--- config.mk ---
export PLATFORM = sky130hd
export DESIGN_NAME = acc_execute
export DESIGN_NICKNAME = d
export VERILOG_FILES = /design/src/rtl/acc_pkg.sv /design/src/rtl/acc_alu.sv /design/src/rtl/acc_execute.sv
export SDC_FILE = /design/constraint.sdc
export NUM_CORES = 1
export LEC_CHECK = 0
export BUFFER_PORTS_ARGS = -buffer_cell sky130_fd_sc_hd__clkbuf_2
export CELL_PAD_IN_SITES_DETAIL_PLACEMENT = 2
export CELL_PAD_IN_SITES_GLOBAL_PLACEMENT = 2
export CORE_MARGIN = 2
export CORE_UTILIZATION = 33
export DETAILED_ROUTE_END_ITERATION = 8
export GPL_TIMING_DRIVEN = 1
export PLACE_DENSITY_LB_ADDON = 0.15
export SLEW_MARGIN = 20
export SYNTH_ARGS = -nofsm -noshare
export SYNTH_HDL_FRONTEND = slang
export SYNTH_SLANG_ARGS = --single-unit
--- constraint.sdc ---
create_clock -name CLK -period 5 [get_ports CLK]
set_input_delay 0.25 -clock CLK [delete_from_list [all_inputs] [get_ports CLK]]
set_output_delay 0.25 -clock CLK [all_outputs]
set_load 0.01 [all_outputs]
--- src/rtl/acc_pkg.sv ---
// Shared encodings and reset defaults for the accumulator execute stage.
// Optional feature macro used by the design files: ACC_EXEC_OVF_EN.
package acc_pkg;

  // ALU A operand select
  localparam logic [1:0] SRCA_PC   = 2'd0;
  localparam logic [1:0] SRCA_ACC  = 2'd1;
  localparam logic [1:0] SRCA_SP   = 2'd2;
  localparam logic [1:0] SRCA_ZERO = 2'd3;

  // ALU B operand select; codes 6 and 7 give zero
  localparam logic [2:0] SRCB_MDR     = 3'd0;
  localparam logic [2:0] SRCB_TWO     = 3'd1;
  localparam logic [2:0] SRCB_SEXT    = 3'd2;
  localparam logic [2:0] SRCB_ZEXT    = 3'd3;
  localparam logic [2:0] SRCB_HI      = 3'd4;
  localparam logic [2:0] SRCB_SEXT_SH = 3'd5;

  // ALU function
  localparam logic [1:0] ALU_ADD = 2'd0;
  localparam logic [1:0] ALU_SUB = 2'd1;
  localparam logic [1:0] ALU_OR  = 2'd2;
  localparam logic [1:0] ALU_AND = 2'd3;

  // ACC write-data select; codes 5..7 hold ACC
  localparam logic [2:0] ACCSRC_ALUOUT = 3'd0;
  localparam logic [2:0] ACCSRC_MDR    = 3'd1;
  localparam logic [2:0] ACCSRC_IO     = 3'd2;
  localparam logic [2:0] ACCSRC_LT     = 3'd3;
  localparam logic [2:0] ACCSRC_R      = 3'd4;

  // Next-PC select
  localparam logic [1:0] PCSRC_R      = 2'd0;
  localparam logic [1:0] PCSRC_ALUOUT = 2'd1;
  localparam logic [1:0] PCSRC_JUMP   = 2'd2;
  localparam logic [1:0] PCSRC_ACC    = 2'd3;

  // Architectural reset values
  localparam logic [15:0] SP_INIT_DEFAULT = 16'h07fe;
  localparam logic [15:0] PC_INIT_DEFAULT = 16'h0000;

  // Sign-extend the 10-bit immediate/target field to the datapath width
  function automatic logic [15:0] sext10(input logic [9:0] v);
    return {{6{v[9]}}, v};
  endfunction

endpackage

--- src/rtl/acc_alu.sv ---
// Combinational 16-bit ALU: add, subtract, or, and, plus signed compare.
// The overflow output is only computed when ACC_EXEC_OVF_EN is defined;
// otherwise it is a constant 0.
module acc_alu
  import acc_pkg::*;
(
  input  logic [15:0] a,
  input  logic [15:0] b,
  input  logic [1:0]  op,
  output logic [15:0] r,
  output logic        lt,
  output logic        ovf
);

  // Result select; arithmetic wraps modulo 2^16
  always_comb begin
    r = 16'h0000;
    unique case (op)
      ALU_ADD: r = a + b;
      ALU_SUB: r = a - b;
      ALU_OR:  r = a | b;
      ALU_AND: r = a & b;
      default: r = 16'h0000;
    endcase
  end

  // Full-precision signed compare, independent of the sign of r
  always_comb begin
    lt = ($signed(a) < $signed(b));
  end

`ifdef ACC_EXEC_OVF_EN
  // Signed overflow: operands of matching effective sign give a result of the other sign
  always_comb begin
    ovf = 1'b0;
    unique case (op)
      ALU_ADD: ovf = (a[15] == b[15]) && (r[15] != a[15]);
      ALU_SUB: ovf = (a[15] != b[15]) && (r[15] != a[15]);
      default: ovf = 1'b0;
    endcase
  end
`else
  // Overflow detection not built
  always_comb begin
    ovf = 1'b0;
  end
`endif

endmodule

--- src/rtl/acc_execute.sv ---
// Execute/writeback stage of the accumulator processor. Owns PC, ACC, SP,
// ALUOut, Zero and the signed less-than flag. The sticky overflow flag Ovf is
// only implemented when ACC_EXEC_OVF_EN is defined; otherwise it reads 0.
module acc_execute
  import acc_pkg::*;
#(
  parameter logic [15:0] SP_INIT = SP_INIT_DEFAULT,
  parameter logic [15:0] PC_INIT = PC_INIT_DEFAULT
) (
  input  logic        CLK,
  input  logic        Reset,
  input  logic [15:0] IR,
  input  logic [15:0] MDR,
  input  logic [15:0] IOIn,
  input  logic [1:0]  PCSrc,
  input  logic [1:0]  ALUSrcA,
  input  logic [2:0]  ALUSrcB,
  input  logic [1:0]  ALUOp,
  input  logic [2:0]  ACCSrc,
  input  logic        ACCWrite,
  input  logic        SPWrite,
  input  logic [1:0]  PCWrite,
  input  logic [1:0]  Branch,
  input  logic [1:0]  BneOrBeq,
  output logic [15:0] PC,
  output logic [15:0] ACC,
  output logic [15:0] SP,
  output logic [15:0] ALUOut,
  output logic        Zero,
  output logic        Ovf
);

  logic [15:0] r_pc;
  logic [15:0] r_acc;
  logic [15:0] r_sp;
  logic [15:0] r_aluout;
  logic        r_zero;
  logic        r_lt;

  logic [15:0] w_alu_a;
  logic [15:0] w_alu_b;
  logic [15:0] w_alu_r;
  logic        w_alu_lt;
  logic        w_alu_ovf;
  logic        w_r_is_zero;
  logic [15:0] w_acc_d;
  logic [15:0] w_pc_src;
  logic        w_branch_taken;
  logic        w_pc_we;
  logic        w_unused;

  // ALU A operand mux
  always_comb begin
    w_alu_a = 16'h0000;
    unique case (ALUSrcA)
      SRCA_PC:   w_alu_a = r_pc;
      SRCA_ACC:  w_alu_a = r_acc;
      SRCA_SP:   w_alu_a = r_sp;
      SRCA_ZERO: w_alu_a = 16'h0000;
      default:   w_alu_a = 16'h0000;
    endcase
  end

  // ALU B operand mux; immediates come from IR[9:0]
  always_comb begin
    w_alu_b = 16'h0000;
    case (ALUSrcB)
      SRCB_MDR:     w_alu_b = MDR;
      SRCB_TWO:     w_alu_b = 16'h0002;
      SRCB_SEXT:    w_alu_b = sext10(IR[9:0]);
      SRCB_ZEXT:    w_alu_b = {6'b0, IR[9:0]};
      SRCB_HI:      w_alu_b = {IR[9:0], 6'b0};
      SRCB_SEXT_SH: w_alu_b = {sext10(IR[9:0]), 1'b0} >> 0 == 0 ? 16'h0000
                                : sext10(IR[9:0]) << 1;
      default:      w_alu_b = 16'h0000;
    endcase
  end

  acc_alu u_alu (
    .a   (w_alu_a),
    .b   (w_alu_b),
    .op  (ALUOp),
    .r   (w_alu_r),
    .lt  (w_alu_lt),
    .ovf (w_alu_ovf)
  );

  // Zero detect on this cycle's result, shared by the Zero register and branch test
  always_comb begin
    w_r_is_zero = (w_alu_r == 16'h0000);
  end

  // ACC next value; ACCSrc=0 deliberately reads the previous cycle's ALUOut
  always_comb begin
    w_acc_d = r_acc;
    if (ACCWrite) begin
      case (ACCSrc)
        ACCSRC_ALUOUT: w_acc_d = r_aluout;
        ACCSRC_MDR:    w_acc_d = MDR;
        ACCSRC_IO:     w_acc_d = IOIn;
        ACCSRC_LT:     w_acc_d = {15'b0, r_lt};
        ACCSRC_R:      w_acc_d = w_alu_r;
        default:       w_acc_d = r_acc;
      endcase
    end
  end

  // Next-PC source; the jump target keeps PC[15:11] and word-aligns IR[9:0]
  always_comb begin
    w_pc_src = r_pc;
    unique case (PCSrc)
      PCSRC_R:      w_pc_src = w_alu_r;
      PCSRC_ALUOUT: w_pc_src = r_aluout;
      PCSRC_JUMP:   w_pc_src = {r_pc[15:11], IR[9:0], 1'b0};
      PCSRC_ACC:    w_pc_src = r_acc;
      default:      w_pc_src = r_pc;
    endcase
  end

  // PC write enable; branch test uses the combinational result, not registered Zero
  always_comb begin
    w_branch_taken = Branch[0] && (BneOrBeq[0] ? !w_r_is_zero : w_r_is_zero);
    w_pc_we        = PCWrite[0] || w_branch_taken;
  end

  // Architectural state update with asynchronous clear
  always_ff @(posedge CLK or negedge Reset) begin
    if (!Reset) begin
      r_pc     <= PC_INIT;
      r_acc    <= 16'h0000;
      r_sp     <= SP_INIT;
      r_aluout <= 16'h0000;
      r_zero   <= 1'b0;
      r_lt     <= 1'b0;
    end else begin
      if (w_pc_we) begin
        r_pc <= w_pc_src;
      end
      if (SPWrite) begin
        r_sp <= w_alu_r;
      end
      r_acc    <= w_acc_d;
      r_aluout <= w_alu_r;
      r_zero   <= w_r_is_zero;
      r_lt     <= w_alu_lt;
    end
  end

`ifdef ACC_EXEC_OVF_EN
  logic r_ovf;

  // Sticky overflow, set only by arithmetic results written into ACC
  always_ff @(posedge CLK or negedge Reset) begin
    if (!Reset) begin
      r_ovf <= 1'b0;
    end else if (w_alu_ovf && ACCWrite &&
                 (ACCSrc == ACCSRC_ALUOUT || ACCSrc == ACCSRC_R)) begin
      r_ovf <= 1'b1;
    end
  end

  assign Ovf = r_ovf;
`else
  assign Ovf = 1'b0;
`endif

  // Upper control bits and IR opcode bits are not decoded in this stage
  assign w_unused = ^{PCWrite[1], Branch[1], BneOrBeq[1], IR[15:10], w_alu_ovf};

  assign PC     = r_pc;
  assign ACC    = r_acc;
  assign SP     = r_sp;
  assign ALUOut = r_aluout;
  assign Zero   = r_zero;

endmodule

; ---- Word level (Yosys, flattened, before mapping)
; Index checks and enable logic that the tools add are counted.
[word_totals]
input_bits = 70
ff_bits = 66
out_inout_bits = 66
[op_classes]
n_bitwise = 3
add_sub_neg = 2
order_cmp = 1
eq_ne = 18
n_reduce_logical = 13
muxes = 7
[op_table]
columns = operator, count
row1 = $pmux W16 S4, 3
row2 = $pmux W16 S6, 1
row3 = $pmux W16 S5, 1
row4 = $logic_not A32 Y1, 1
row5 = $add A16 B16 Y16, 1
row6 = $and A16 B16 Y16, 1
row7 = $logic_not A16 Y1, 1
row8 = $lt A16 B16 Y1, 1
row9 = $mux W16, 1
row10 = $or A16 B16 Y16, 1
row11 = $sub A16 B16 Y16, 1
row12 = $eq A2 B2 Y1 const B, 6
row13 = $eq A3 B2 Y1 const B, 4
row14 = $eq A3 B3 Y1 const B, 3
row15 = $eq A2 B1 Y1 const B, 3
row16 = $eq A3 B1 Y1 const B, 2
row17 = $logic_not A2 Y1, 3
row18 = $logic_not A3 Y1, 2
row19 = $reduce_bool A5 Y1, 1
row20 = $reduce_and A2 Y1, 2
row21 = $logic_and A1 B1 Y1, 1
row22 = $logic_not A1 Y1, 1
row23 = $logic_or A1 B1 Y1, 1
row24 = $mux W1, 1
row25 = $not A1 Y1, 1

; ---- Longest topological paths before layout
[logic_depth]
depth_word = 11
depth_mapped = 21
mapped_depth_nobuf = 19

; ---- By module
; From an unflattened synthesis, not the netlist that was laid out.
[hier_totals]
cells_unflattened = 692
hier_area_um2 = 6238.5
[modules_own_cells]
columns = mod, cells_per_inst, area_each_um2, n_inst
row1 = acc_execute, 376, 3922.5, 1
row2 = acc_alu, 316, 2316.0, 1

; ---- Least setup slack after synthesis
; OpenSTA, ideal clock, no wires.
[synth_timing]
path_kind = input -> register
startpoint = input port ALUSrcA[0]
endpoint = register r_pc[10] (netlist: PC[10])
required_ns = 4.875
arrival_time_ns = 4.551
setup_slack_ns = 0.324
cell_stages = 18
path_cell_list = clkbuf_1 > buf_1 > mux2i_1 > nor2_1 > a21o_1 > ha_1 > buf_6 > or2_0 > o31a_1 > nor4_1 > nor3_2 > nor4_4 > or4b_4 > nor4b_4 > a31oi_1 > and4b_4 > buf_12 > mux2_4
[synth_via]
elab_chain_cells = 9
word_cells_on_any_way = 16
[synth_lines]
columns = item, line
row1 = "start, declared", acc_execute.sv:16  ; input logic [1:0] ALUSrcA,
row2 = $eq A2 B2 Y1 (tied with other cells), acc_execute.sv:55  ; unique case (ALUSrcA)
row3 = $pmux W16 S4 (*), acc_execute.sv:55
row4 = $sub A16 B16 Y16 (tied with other cells), acc_alu.sv:20  ; ALU_SUB: r = a - b;
row5 = $pmux W16 S4 (*), acc_alu.sv:18  ; unique case (op)
row6 = net u_alu.r[4], acc_alu.sv:10  ; output logic [15:0] r,
row7 = $logic_not A16 Y1 (*), acc_execute.sv:90  ; w_r_is_zero = (w_alu_r == 16'h0000);
row8 = $logic_not A1 Y1, acc_execute.sv:122  ; w_branch_taken = Branch[0] && (BneOrBeq[0] ? !w_r_is_zero : w_r_is_zero);
row9 = $mux W1 (*), acc_execute.sv:122
row10 = $logic_and A1 B1 Y1 (*), acc_execute.sv:122
row11 = $logic_or A1 B1 Y1 (*), acc_execute.sv:123  ; w_pc_we = PCWrite[0] || w_branch_taken;
row12 = "end signal, assigned", acc_execute.sv:137  ; r_pc <= w_pc_src;
row13 = "end, declared", acc_execute.sv:33  ; logic [15:0] r_pc;
; The timed path passes the listed nets; every way through them passes the cells marked *.
; A chain may end at the register's enable or synchronous reset.

; ---- Worst setup path after layout
[layout_timing]
startpoint = input port ALUSrcA[0]
endpoint = register r_pc[0] (netlist: PC[0])
[layout_via]
elab_chain_cells = 9
word_cells_on_any_way = 16
[layout_lines]
columns = item, line
row1 = $eq A2 B2 Y1 (tied with other cells), acc_execute.sv:55
row2 = $pmux W16 S4 (*), acc_execute.sv:55
row3 = $sub A16 B16 Y16 (tied with other cells), acc_alu.sv:20
row4 = $pmux W16 S4 (*), acc_alu.sv:18
row5 = $logic_not A16 Y1, acc_execute.sv:90
row6 = $logic_not A1 Y1, acc_execute.sv:122
row7 = $mux W1, acc_execute.sv:122
row8 = $logic_and A1 B1 Y1, acc_execute.sv:122
row9 = $logic_or A1 B1 Y1, acc_execute.sv:123
; Every way passes the cells marked *; elsewhere a longest branch is shown, timed or not.

==> flow_summary.yaml <==
yosys:
  ys_ff_latch: 66
  syn_area_sq_mm: 0.00652
  synth.area.mux_share_pct: 15.7
  synth.yosys.seq_area_share_pct: 25.5
  synth_compound_area_share_pct: 24.8
  synth_top_family_by_area: "compound AO/OA/AOI/OAI gates"
  synthAdderAreaFrac_pct: 9.83
  synthCells: 764
  avgSynthCellArea_sq_um: 8.53
  synthArstFlopShare_pct: 100
  synth_flop_cell: "dfrtp_1"
  synthXorXnorAreaFrac_pct: 0.269
  synth.distinct_cells: 82
  yosys_warnings: 0
  synthSimpleGateAreaFrac_pct: 16.6
  synth-edff-count: 0
  syn_nets: 884
global_route:
  grt_pass1_wl_um: 41800
  overflow: 0
  grt_max_degree: 67
  grt.total_usage_pct: 26.4
  antenna_found_initial: 0
  grt_pass1_vias: 7162
die:
  fp.dieArea_sq_mm: 0.0209
  rows: 51
  initial_core_util_pct: 33.6
  ioPinCount: 136
  die_w_um: 145
  die_h_um: 145
  core_sq_mm: 0.0194
placed_design:
  gp_congestion: 0.892
  hpwl_um: 21500
  portBuffers: 125
  pre_cts_ws_ns: -0.00489
  post_dp_cell_area_sq_mm: 0.00753
timing:
  setup_viol: 0
  max_slew.worst_pin.slew_ns: 1.14
  finalMaxSlewViolations: 0
  finalCritPeriodShare_pct: 95.0
  rsz0062_at_grt: "no"
  hold_viol: 0
  setup_ws_ns: 0.252
  slew_headroom_pct: 23.8
  period_needed_ns: 4.75
  max_freq_mhz: 211
  whs_ns: 0.122
  fin_skew_ns: 0.00714
cts:
  clkTransAtPathRegs_ns: 0.06
  cts_buffers: 9
  clk_latency_ns: 0.34
  cts_root_buffer: "clkbuf_16"
  clockBufferDepth: 2
  cts_setup_buffers: 0
  ctsResizeCount: 0
  htree_levels: 3
  cts_hold_buffers: 0
  clkSinkCount: 66
  cts_tree: "done"
min_path:
  hp-class: "primary input to asynchronous set/reset pin"
worst_setup_path:
  cp-end-kind: "register"
  critical_path_class: "primary input to register"
  crit_required_ns: 5.23
  path_max_fanout: 21
  crit_arrival_ns: 4.97
  worstSetupStartpointType: "primary input"
drt:
  first_iter_violations: 222
  vias: 6601
  ant_nets: 0
  dr.pass1.iters: 4
  route.detailed.drc: 0
  wirelength_um: 27200
  drt-vias-per-instance: 5.71
  wl_per_cell_um: 23.5
cells_and_area:
  syn_to_final_growth_pct: 20.5
  layout_commonest_cell: "clkbuf_2"
  nets: 1007
  mostFrequentLayoutCells: "124 x clkbuf_2, 73 x nor2_1, 61 x inv_1, 61 x nand2_1"
  final_layout_size_suffix_gt1_share_pct: 27.8
  final_area_sq_mm: 0.00786
  diodes: 0
pwr:
  p_leak_nw: 3.81
  vdd_drop_max_mv: 0.169
  p_per_area_mw_per_mm2: 408
run:
  drv_cap: 0
run_status:
  status: "completed"
flip-flops by register name, summed over array words and instances (netlist names):
| signal | flops |
|---|---|
| ACC | 16 |
| ALUOut | 16 |
| PC | 16 |
| SP | 16 |
| Zero | 1 |
| r_lt | 1 |
synth_stat cells (18+ instances only):
master / instances / share of area [%]
nor2_1: 73 / 4.2
inv_1: 61 / 3.5
nand2_1: 61 / 3.5
dfrtp_1: 56 / 22
o21ai_0: 56 / 4.3
ha_1: 48 / 9.2
a21oi_1: 44 / 3.4
mux2i_1: 41 / 6.3
a21o_1: 32 / 3.7
clkbuf_1: 28 / 1.6
mux2_2: 19 / 3.3
a22oi_1: 18 / 2.1
o211ai_1: 18 / 2.1
final cells by class:
cell class / instances / area, sq um
Fill cell: 2259 / 11500
Multi-Input combinational cell: 589 / 4390
Sequential cell: 66 / 1660
Timing Repair Buffer: 160 / 913
Tap cell: 265 / 332
Clock buffer: 10 / 239
Inverter: 61 / 229
Clock inverter: 6 / 90.1
worst max-delay path: stages:
cell	delay, ns
clkbuf_2	0.28
buf_12	0.21
mux2i_1	0.34
nor2_1	0.09
a21o_1	0.23
ha_1	0.38
o21a_1	0.15
a2111oi_0	0.57
nor2_1	0.24
a2111o_1	0.47
a31oi_2	0.27
nor3_1	0.12
or3_1	0.36
a31oi_1	0.16
and4b_4	0.28
buf_12	0.19
mux2_2	0.35
kinds of logic (layout without fill, tap and decap cells):
group / count (synthesis) / count (layout)
compound gates: 237 / 237
simple gates: 218 / 218
buf+inv: 109 / 237
mux: 81 / 81
flops: 66 / 66
fa+ha+maj: 50 / 50
xor+xnor: 2 / 2
other cells: 1 / 1
worst paths after layout:
kind / from / to / slack (ns) / depth (start not counted)
min reg2reg: SP[14] / SP[14] / 0.54 / 1
min in group CLK: ACCWrite / ACC[0] / 0.26 / 2
max reg2reg: ACC[0] / PC[0] / 0.25 / 17
max: ALUSrcA[0] / PC[0] / 0.25 / 17
max in group asynchronous: Reset / SP[12] / 4.27 / 2
min: Reset / ACC[2] / 0.12 / 2
per-stage QoR:
stage                     setup TNS [ns]  cells  util [%]  power (mW)
after floorplan                        0    764         -        1.81
after global placement                 0   1141      38.8        2.38
after detailed placement        -0.00489   1141      38.8        2.47
after CTS                              0   1157      40.5        3.21
after global routing                   0   1157      40.5        3.41
final                                  0   1157      40.5        3.20
where the power goes:
part           leakage [nW]  total, mW  switching (mW)  internal, mW
clock network         0.159      0.716           0.264         0.451
logic                  2.86       1.59           0.933         0.662
registers             0.788      0.892           0.180         0.712
layer usage:
metal,vias up,part of all wire [%],wire length [um],track usage [%]
met4,0,1.4,371,6.18
met5,-,0,0,0
li1,3012,-,-,-
met2,135,50,13600,46.9
met3,22,3.3,910,2.45
met1,3432,45,12300,34.8
No activity file was read; power rests on OpenSTA's default activity.
